==> config.mk <==
export PLATFORM = sky130hd
export DESIGN_NAME = riscv_seq_mul
export DESIGN_NICKNAME = d
export VERILOG_FILES = /design/src/rtl/riscv_seq_mul_pkg.sv /design/src/rtl/riscv_seq_mul_dp.sv /design/src/rtl/riscv_seq_mul.sv
export SDC_FILE = /design/constraint.sdc
export NUM_CORES = 1
export LEC_CHECK = 0
export ABC_AREA = 1
export CAP_MARGIN = 10
export CELL_PAD_IN_SITES_DETAIL_PLACEMENT = 0
export CELL_PAD_IN_SITES_GLOBAL_PLACEMENT = 2
export CORE_ASPECT_RATIO = 1.1
export CORE_MARGIN = 4
export CORE_UTILIZATION = 35
export DETAILED_ROUTE_END_ITERATION = 10
export MAX_ROUTING_LAYER = met4
export PLACE_DENSITY = 0.92
export SLEW_MARGIN = 25
export SYNTH_ARGS = -nofsm -noshare
export SYNTH_HDL_FRONTEND = slang
export SYNTH_HIERARCHICAL = 1
export SYNTH_SLANG_ARGS = --single-unit
==> constraint.sdc <==
create_clock -name clk_i -period 5.9 [get_ports clk_i]
set_input_delay 0.59 -clock clk_i [delete_from_list [all_inputs] [get_ports clk_i]]
set_output_delay 0.59 -clock clk_i [all_outputs]
set_load 0.005 [all_outputs]
==> src/rtl/riscv_seq_mul_pkg.sv <==
// riscv_seq_mul shared constants: iteration count, counter width, FSM states.
// Build option: RISCV_SEQ_MUL_RADIX4_EN selects 2 multiplier bits per cycle.

`ifndef ALU_ADD
`define ALU_ADD  4'd0
`endif
`ifndef ALU_MULL
`define ALU_MULL 4'd10
`endif
`ifndef ALU_MULH
`define ALU_MULH 4'd11
`endif

package riscv_seq_mul_pkg;

`ifdef RISCV_SEQ_MUL_RADIX4_EN
    localparam int MUL_BITS  = 2;
    localparam int MUL_ITERS = 16;
`else
    localparam int MUL_BITS  = 1;
    localparam int MUL_ITERS = 32;
`endif

    localparam int CNT_W = 5;
    localparam logic [CNT_W-1:0] CNT_LAST = CNT_W'(MUL_ITERS - 1);

    typedef enum logic [1:0] {
        ST_IDLE = 2'd0,
        ST_BUSY = 2'd1,
        ST_DONE = 2'd2
    } mul_state_e;

endpackage

==> src/rtl/riscv_seq_mul_dp.sv <==
// riscv_seq_mul datapath: magnitude latch, shift-add accumulator, final negate.
// Build option: RISCV_SEQ_MUL_RADIX4_EN retires 2 bits/cycle using a 3x multiple.

module riscv_seq_mul_dp
    import riscv_seq_mul_pkg::*;
(
    input  logic        clk_i,
    input  logic        rstn_i,
    input  logic        i_load,
    input  logic        i_step,
    input  logic        i_last,
    input  logic        i_a_signed,
    input  logic        i_b_signed,
    input  logic [31:0] i_a,
    input  logic [31:0] i_b,
    output logic [63:0] o_res
);

    logic        w_a_neg;
    logic        w_b_neg;
    logic [31:0] w_a_mag;
    logic [31:0] w_b_mag;
    logic [63:0] w_pp;
    logic [63:0] w_acc_nxt;
    logic [63:0] w_fin;

    logic [63:0] r_mcand;
    logic [31:0] r_mplier;
    logic [63:0] r_acc;
    logic        r_neg;
    logic [63:0] r_res;

    // -2^31 negates to itself, which is the correct 32-bit magnitude
    assign w_a_neg = i_a_signed & i_a[31];
    assign w_b_neg = i_b_signed & i_b[31];
    assign w_a_mag = w_a_neg ? (~i_a + 32'd1) : i_a;
    assign w_b_mag = w_b_neg ? (~i_b + 32'd1) : i_b;

`ifdef RISCV_SEQ_MUL_RADIX4_EN
    logic [63:0] r_mcand3;

    // partial product select: 0, 1x, 2x or precomputed 3x
    always_comb begin
        w_pp = 64'd0;
        unique case (r_mplier[1:0])
            2'd0: w_pp = 64'd0;
            2'd1: w_pp = r_mcand;
            2'd2: w_pp = r_mcand << 1;
            2'd3: w_pp = r_mcand3;
            default: w_pp = 64'd0;
        endcase
    end

    // 3x multiple tracks the shifting multiplicand
    always_ff @(posedge clk_i or negedge rstn_i) begin
        if (!rstn_i)
            r_mcand3 <= 64'd0;
        else if (i_load)
            r_mcand3 <= {32'd0, w_a_mag} + {31'd0, w_a_mag, 1'b0};
        else if (i_step)
            r_mcand3 <= r_mcand3 << 2;
    end
`else
    // partial product select: 0 or 1x
    always_comb begin
        w_pp = 64'd0;
        if (r_mplier[0])
            w_pp = r_mcand;
    end
`endif

    assign w_acc_nxt = r_acc + w_pp;
    assign w_fin     = r_neg ? (~w_acc_nxt + 64'd1) : w_acc_nxt;

    // operand latch and one shift-add iteration per step
    always_ff @(posedge clk_i or negedge rstn_i) begin
        if (!rstn_i) begin
            r_mcand  <= 64'd0;
            r_mplier <= 32'd0;
            r_acc    <= 64'd0;
            r_neg    <= 1'b0;
        end else if (i_load) begin
            r_mcand  <= {32'd0, w_a_mag};
            r_mplier <= w_b_mag;
            r_acc    <= 64'd0;
            r_neg    <= w_a_neg ^ w_b_neg;
        end else if (i_step) begin
            r_mcand  <= r_mcand << MUL_BITS;
            r_mplier <= r_mplier >> MUL_BITS;
            r_acc    <= w_acc_nxt;
        end
    end

    // product register updates only on the final iteration
    always_ff @(posedge clk_i or negedge rstn_i) begin
        if (!rstn_i)
            r_res <= 64'd0;
        else if (i_step && i_last)
            r_res <= w_fin;
    end

    assign o_res = r_res;

endmodule

==> src/rtl/riscv_seq_mul.sv <==
// riscv_seq_mul: iterative 32x32->64 multiplier FSM with combinational stall.
// Build option: RISCV_SEQ_MUL_RADIX4_EN halves latency (16 iterations vs 32).

module riscv_seq_mul
    import riscv_seq_mul_pkg::*;
(
    input  logic        clk_i,
    input  logic        rstn_i,
    input  logic [3:0]  id_alu_op_r,
    input  logic        id_a_signed_r,
    input  logic        id_b_signed_r,
    input  logic [31:0] id_ra_value_r,
    input  logic [31:0] id_rb_value_r,
    output logic [63:0] mul_res_r,
    output logic        ex_stall_mul_w
);

    mul_state_e       r_state;
    mul_state_e       w_state_nxt;
    logic [CNT_W-1:0] r_cnt;
    logic             w_is_mul;
    logic             w_stall;
    logic             w_load;
    logic             w_step;
    logic             w_last;

    assign w_is_mul = (id_alu_op_r == `ALU_MULL) ||
                      (id_alu_op_r == `ALU_MULH);

    // state register
    always_ff @(posedge clk_i or negedge rstn_i) begin
        if (!rstn_i)
            r_state <= ST_IDLE;
        else
            r_state <= w_state_nxt;
    end

    // next state, stall and datapath controls
    always_comb begin
        w_state_nxt = r_state;
        w_stall     = 1'b0;
        w_load      = 1'b0;
        w_step      = 1'b0;
        w_last      = 1'b0;
        unique case (r_state)
            ST_IDLE: begin
                if (w_is_mul) begin
                    w_stall     = 1'b1;
                    w_load      = 1'b1;
                    w_state_nxt = ST_BUSY;
                end
            end
            ST_BUSY: begin
                w_stall = 1'b1;
                w_step  = 1'b1;
                if (r_cnt == CNT_LAST) begin
                    w_last      = 1'b1;
                    w_state_nxt = ST_DONE;
                end
            end
            ST_DONE: begin
                w_state_nxt = ST_IDLE;
            end
            default: begin
                w_state_nxt = ST_IDLE;
            end
        endcase
    end

    // iteration counter, cleared at operand latch
    always_ff @(posedge clk_i or negedge rstn_i) begin
        if (!rstn_i)
            r_cnt <= '0;
        else if (w_load)
            r_cnt <= '0;
        else if (w_step)
            r_cnt <= r_cnt + 1'b1;
    end

    // a multiply op seen while reset is asserted must not stall
    assign ex_stall_mul_w = w_stall & rstn_i;

    riscv_seq_mul_dp u_dp (
        .clk_i      (clk_i),
        .rstn_i     (rstn_i),
        .i_load     (w_load),
        .i_step     (w_step),
        .i_last     (w_last),
        .i_a_signed (id_a_signed_r),
        .i_b_signed (id_b_signed_r),
        .i_a        (id_ra_value_r),
        .i_b        (id_rb_value_r),
        .o_res      (mul_res_r)
    );

endmodule

# ---- Word level (Yosys, flattened, before mapping)
# Index checks and enable logic that the tools add are counted.
dict set report totals {
  word_cells 51
  output_inout_bits 65
  inputBits 72
  regBits 232
}
dict set report op_classes {
  n_eq_ne 6
  n_mux 21
  reduce_logical 5
  bitwise 7
  addsub 5
}
# op n
set op_table {}
lappend op_table {{64-bit 2-to-1 mux} 6}
lappend op_table {{32-bit 2-to-1 mux} 4}
lappend op_table {{32-bit by 1-bit adder with 32-bit output, second input constant} 2}
lappend op_table {{64-bit by 1-bit adder with 64-bit output, second input constant} 1}
lappend op_table {{64-bit adder} 1}
lappend op_table {{32-bit inverter} 2}
lappend op_table {{64-bit inverter} 1}
lappend op_table {{5-bit 2-to-1 mux} 2}
lappend op_table {{4-bit equality test, second input constant} 2}
lappend op_table {{5-bit by 1-bit adder with 5-bit output, second input constant} 1}
lappend op_table {{5-bit equality test, second input constant} 1}
lappend op_table {{1-bit 2-to-1 mux} 5}
lappend op_table {{2-bit 2-to-1 mux} 2}
lappend op_table {{2-bit inequality test, second input constant} 2}
lappend op_table {{2-bit one-hot mux with 2 select lines} 1}
lappend op_table {{1-bit bitwise AND} 3}
lappend op_table {{2-bit by 1-bit equality test with 1-bit output, second input constant} 1}
lappend op_table {{2-bit logical NOT} 1}
lappend op_table {{1-bit one-hot mux with 2 select lines} 1}
lappend op_table {{2-bit AND reduction} 1}
lappend op_table {{2-bit nonzero test} 1}
lappend op_table {{1-bit logical AND} 1}
lappend op_table {{1-bit logical OR} 1}
lappend op_table {{1-bit XOR} 1}

# ---- Logic depth before layout (Yosys ltp)
dict set report depth {
  word_depth 5
  ltp_mapped 28
  depth_no_buf 27
}

# ---- Modules after synthesis
# The synthesis kept the hierarchy.
# mod instances seq_area_each_um2 area_per_inst_um2 cells_each
set modules_own_cells {}
lappend modules_own_cells {riscv_seq_mul_dp 1 5630.4 19552.5 3316}
lappend modules_own_cells {riscv_seq_mul 1 175.2 380.4 46}

# ---- Worst setup path before layout
# Ideal clock, no wire load.
dict set report synth_path {
  path_type {reg-to-reg}
  from {reg u_dp.r_mplier[0]}
  to {reg u_dp.r_res[52], in the netlist u_dp/o_res[52]}
  period_less_slack_ns 3.184
  stages_incl_launch_ff 24
  path_buffers 1
  arrival_ns 3.066
  setup_time_ns 0.118
  required_time_ns 5.782
  path_slack_ns 2.716
  cell_sequence {dfrtp_1 > clkbuf_1 > nand2_1 > inv_1 > ha_1 > inv_1 > fa_1 > ha_1 > a21boi_0 > nand2_1 > nor2_1 > nand2_1 > nor2_1 > nand2_1 > nor2_1 > nand3_1 > nor2_1 > nand3_2 > nor2_2 > nand2_1 > nand2_1 > nand2_1 > nand3_1 > nand2_1}
}
dict set report synth_between {
  elab_chain_len 5
}
# item line_no
set synth_rtl {}
lappend synth_rtl {{start, declared} riscv_seq_mul_dp.sv:28} ;# logic [31:0] r_mplier;
lappend synth_rtl {{start signal, assigned} riscv_seq_mul_dp.sv:84} ;# r_mplier <= w_b_mag;
lappend synth_rtl {{start signal, assigned} riscv_seq_mul_dp.sv:89} ;# r_mplier <= r_mplier >> MUL_BITS;
lappend synth_rtl {{64-bit 2-to-1 mux *} riscv_seq_mul_dp.sv:67} ;# if (r_mplier[0])
lappend synth_rtl {{64-bit adder *} riscv_seq_mul_dp.sv:72} ;# assign w_acc_nxt = r_acc + w_pp;
lappend synth_rtl {{64-bit inverter} riscv_seq_mul_dp.sv:73} ;# assign w_fin = r_neg ? (~w_acc_nxt + 64'd1) : w_acc_nxt;
lappend synth_rtl {{64-bit by 1-bit adder with 64-bit output} riscv_seq_mul_dp.sv:73}
lappend synth_rtl {{64-bit 2-to-1 mux *} riscv_seq_mul_dp.sv:73}
lappend synth_rtl {{end signal, assigned} riscv_seq_mul_dp.sv:99} ;# r_res <= w_fin;
lappend synth_rtl {{end, declared} riscv_seq_mul_dp.sv:31} ;# logic [63:0] r_res;
# Mark *: on every way between the ends. The rest lies on a longest branch, timed or not.
# A chain may end at the register's enable or synchronous reset.

# ---- Worst setup path in the final report
# Same ends and word-level chain as after synthesis.

==> flow_summary.yaml <==
outcome:
  outcome: "completed"
power_and_ir_drop:
  leakage_nw: 12.5
  peakVddDrop_v: 0.000275
  pwr_density_cell_nw_per_um2: 466
  total_power_w: 0.0108
sta:
  maxSlewViolCount: 0
  finClkSkew_ns: 0.0269
  tightest_slew_ns: 0.926
  period_minus_slack_ns: 4.38
  hold_viol: 0
  fin_setup_tns_ns: 0
  holdWs_ns: 0.0155
  fmax_ghz: 0.228
  rsz0062_at_grt: "no"
  fin_crit_sh_pct: 74.2
  setup_viol: 0
  relSlewSlack_pct: 38.3
placement:
  io_buffers: 135
  dpl.hpwl_microns: 58600
  place_inst: 4178
  gp_congestion: 0.952
yosys:
  synthDistinctLibCells: 44
  synth.most_common_cell: "nand2_1"
  synth.top_cell.area_share_pct: 29.1
  ys_top_cells_by_area: "dfrtp_1 (29%), nand2_1 (25%), inv_1 (11%), nand3_1 (5.2%), o21ai_0 (5.1%)"
  ys_async_sr_fraction_pct: 100
  syn-num-nets: 3503
  yosys-top-cells-count: "nand2_1 (1330), inv_1 (565), nor2_1 (265)"
  synth-main-ff-cell: "dfrtp_1"
  synth_area_per_cell_sq_um: 5.93
  synth.largest_area_cell: "dfrtp_1"
  synth_warnings: 6
  yosysSeqAreaShare_pct: 29.1
  ys_seq_elements: 232
  synth_area_sq_um: 19900
  synth_edf_count: 0
  syn_inst: 3362
clock_network:
  clockBufferDepth: 3
  htreeDepth: 1
  cts_root_buf: "clkbuf_16"
  ctsResizeCount: 0
  hold_buffers: 0
  insertion_delay_ns: 0.59
  cts_tree: "yes"
  cts_setup_buffers: 0
  cts_buffers: 30
  cts_sinks: 232
  clkSlewWorstSetupHoldPaths_ns: 0.06
critical_path:
  worstPathRequired_ns: 6.37
  end_kind: "flip-flop"
  start_kind: "flip-flop"
  crit_fanout: 33
  criticalPathCategory: "flip-flop to flip-flop"
  arrival_ns: 4.84
cells_and_area:
  seq_area_sq_um: 5810
  fin_nets: 3607
  instances_no_fill: 4232
  diodes: 0
  areaGrowthSynthToFinish_pct: 15.9
  drive_gt1_share_pct: 5.22
  multi_input_area_sq_um: 11600
  fillers: 6367
floorplanning:
  core_area_sq_um: 56200
  design.die.area_sq_um: 60800
  die_w_microns: 236
  fp.dieH_microns: 258
  row_count: 91
  initial_core_util_pct: 35.4
  io_pins: 137
routing:
  drt-initial-drc-count: 1441
  wl_per_cell_microns: 17.2
  wl_microns: 72800
  route.detailed.drc: 0
  drtAntennaViolNets: 0
  viasPerCell: 4.87
  via_count: 20600
  firstDrtPassIters: 6
flow_run:
  maxCapViolCount: 0
grt:
  antenna_found_initial: 2
  grtUsageTotal_pct: 24.1
  grt_pass1_vias: 19800
  grt_max_degree: 144
  grt_pass1_wl_microns: 113000
  gr-total-overflow: 0
hold_path:
  hp-class: "input port to asynchronous set/reset pin"
## routing by layer
| layer | vias up | GRT usage [%] | wire length [microns] |
|---|---|---|---|
| met2 | 520 | 37.8 | 32200 |
| met5 | - | - | 0 |
| met4 | 0 | 5.48 | 1770 |
| met1 | 9404 | 33.5 | 34600 |
| met3 | 92 | 3.26 | 4210 |
| li1 | 10600 | - | - |
## worst paths after layout
kind / from / end / slack, ns / cells after the start
max: u_dp/r_mplier[0] / u_dp/o_res[52] / 1.52 / 25
min: rstn_i / r_cnt[2] / 0.02 / 1
max reg2reg: u_dp/r_mplier[0] / u_dp/o_res[52] / 1.52 / 25
min reg2reg: u_dp/o_res[44] / u_dp/o_res[44] / 0.48 / 2
max in group asynchronous: rstn_i / u_dp/r_acc[49] / 4.49 / 2
min in group clk_i: u_dp/o_res[44] / u_dp/o_res[44] / 0.48 / 2
## power breakdown
group | switching, W | internal (W)
logic | 0.00420 | 0.00198
registers | 0.000421 | 0.00224
clock network | 0.000747 | 0.00117
total | 0.00537 | 0.00540
## cells by family after synthesis
logic type / count (synthesis) / synth area share, %
xor gates and xnor gates: 81 / 3.56
adders and majority gates: 69 / 4.37
and+or+nand+nor: 1959 / 40.5
DFF: 232 / 29.1
AOI/OAI and AO/OA: 353 / 9.79
buffers and inverters: 668 / 12.6
## placed cells by master (no fill, tap or decap), types with 3 or more instances in the layout
master	netlist	routed
buf_4	0	14
o221ai_1	6	6
nand2_2	32	32
nor3_1	25	25
xnor2_1	14	14
nand3b_1	4	4
clkbuf_16	0	31
inv_1	565	564
inv_2	19	20
o211ai_1	21	21
nor4_1	9	9
nand3_1	207	207
o31ai_1	5	5
nor2_1	265	264
ha_1	68	68
o21ai_1	9	9
nor2_4	6	7
o21ai_0	204	204
a21oi_1	55	55
clkbuf_1	63	5
clkinv_1	6	6
nand3_2	17	17
nor2_2	24	24
nand2_1	1330	1329
o22ai_1	39	39
clkinv_2	0	4
clkdlybuf4s50_1	0	134
or2_2	7	7
clkbuf_8	0	7
nand4_1	30	30
bufinv_16	0	3
xor2_1	67	67
dfrtp_1	232	230
## metrics by stage
stage	utilization (%)	instance area [sq um]	worst slack, ns
global placement	39.2	22100	1.59
finish	41.1	23100	1.52
detailed placement	39.2	22100	1.56
global route	41.1	23100	1.06
floorplan	-	19900	2.72
CTS	41.1	23100	1.57
## critical path: stages (launching register included)
cell     delay, ns
dfrtp_2       0.71
nand2_1       0.10
inv_1         0.08
ha_1          0.24
inv_1         0.08
fa_1          0.39
inv_1         0.13
nand3_1       0.12
nand2_1       0.30
nand2_1       0.08
nand2_1       0.11
inv_1         0.07
nor2_1        0.14
nand2_1       0.10
nor2_1        0.21
nand2_1       0.09
nor2_1        0.09
nand3_1       0.16
nor2_1        0.25
nand3_2       0.18
nor2_2        0.21
nand2_1       0.11
nand2_1       0.07
nand2_1       0.06
nand3_1       0.11
nand2_1       0.07
## sequential cells by signal, indices dropped and copies added, names as in the netlist
signal	count
u_dp/r_neg	1
u_dp/o_res	64
r_state	2
u_dp/r_mplier	32
u_dp/r_acc	64
u_dp/r_mcand	64
r_cnt	5
## area by class of cell
class / count / share of cell area [%]
timing repair buffer: 150 / 6.41
multi-input combinational: 2462 / 50.3
inverter: 590 / 9.59
clock inverter: 11 / 0.618
clock buffer: 43 / 3.86
sequential: 232 / 25.2
tap: 744 / 4.03
(Power assumes the default switching activity.)
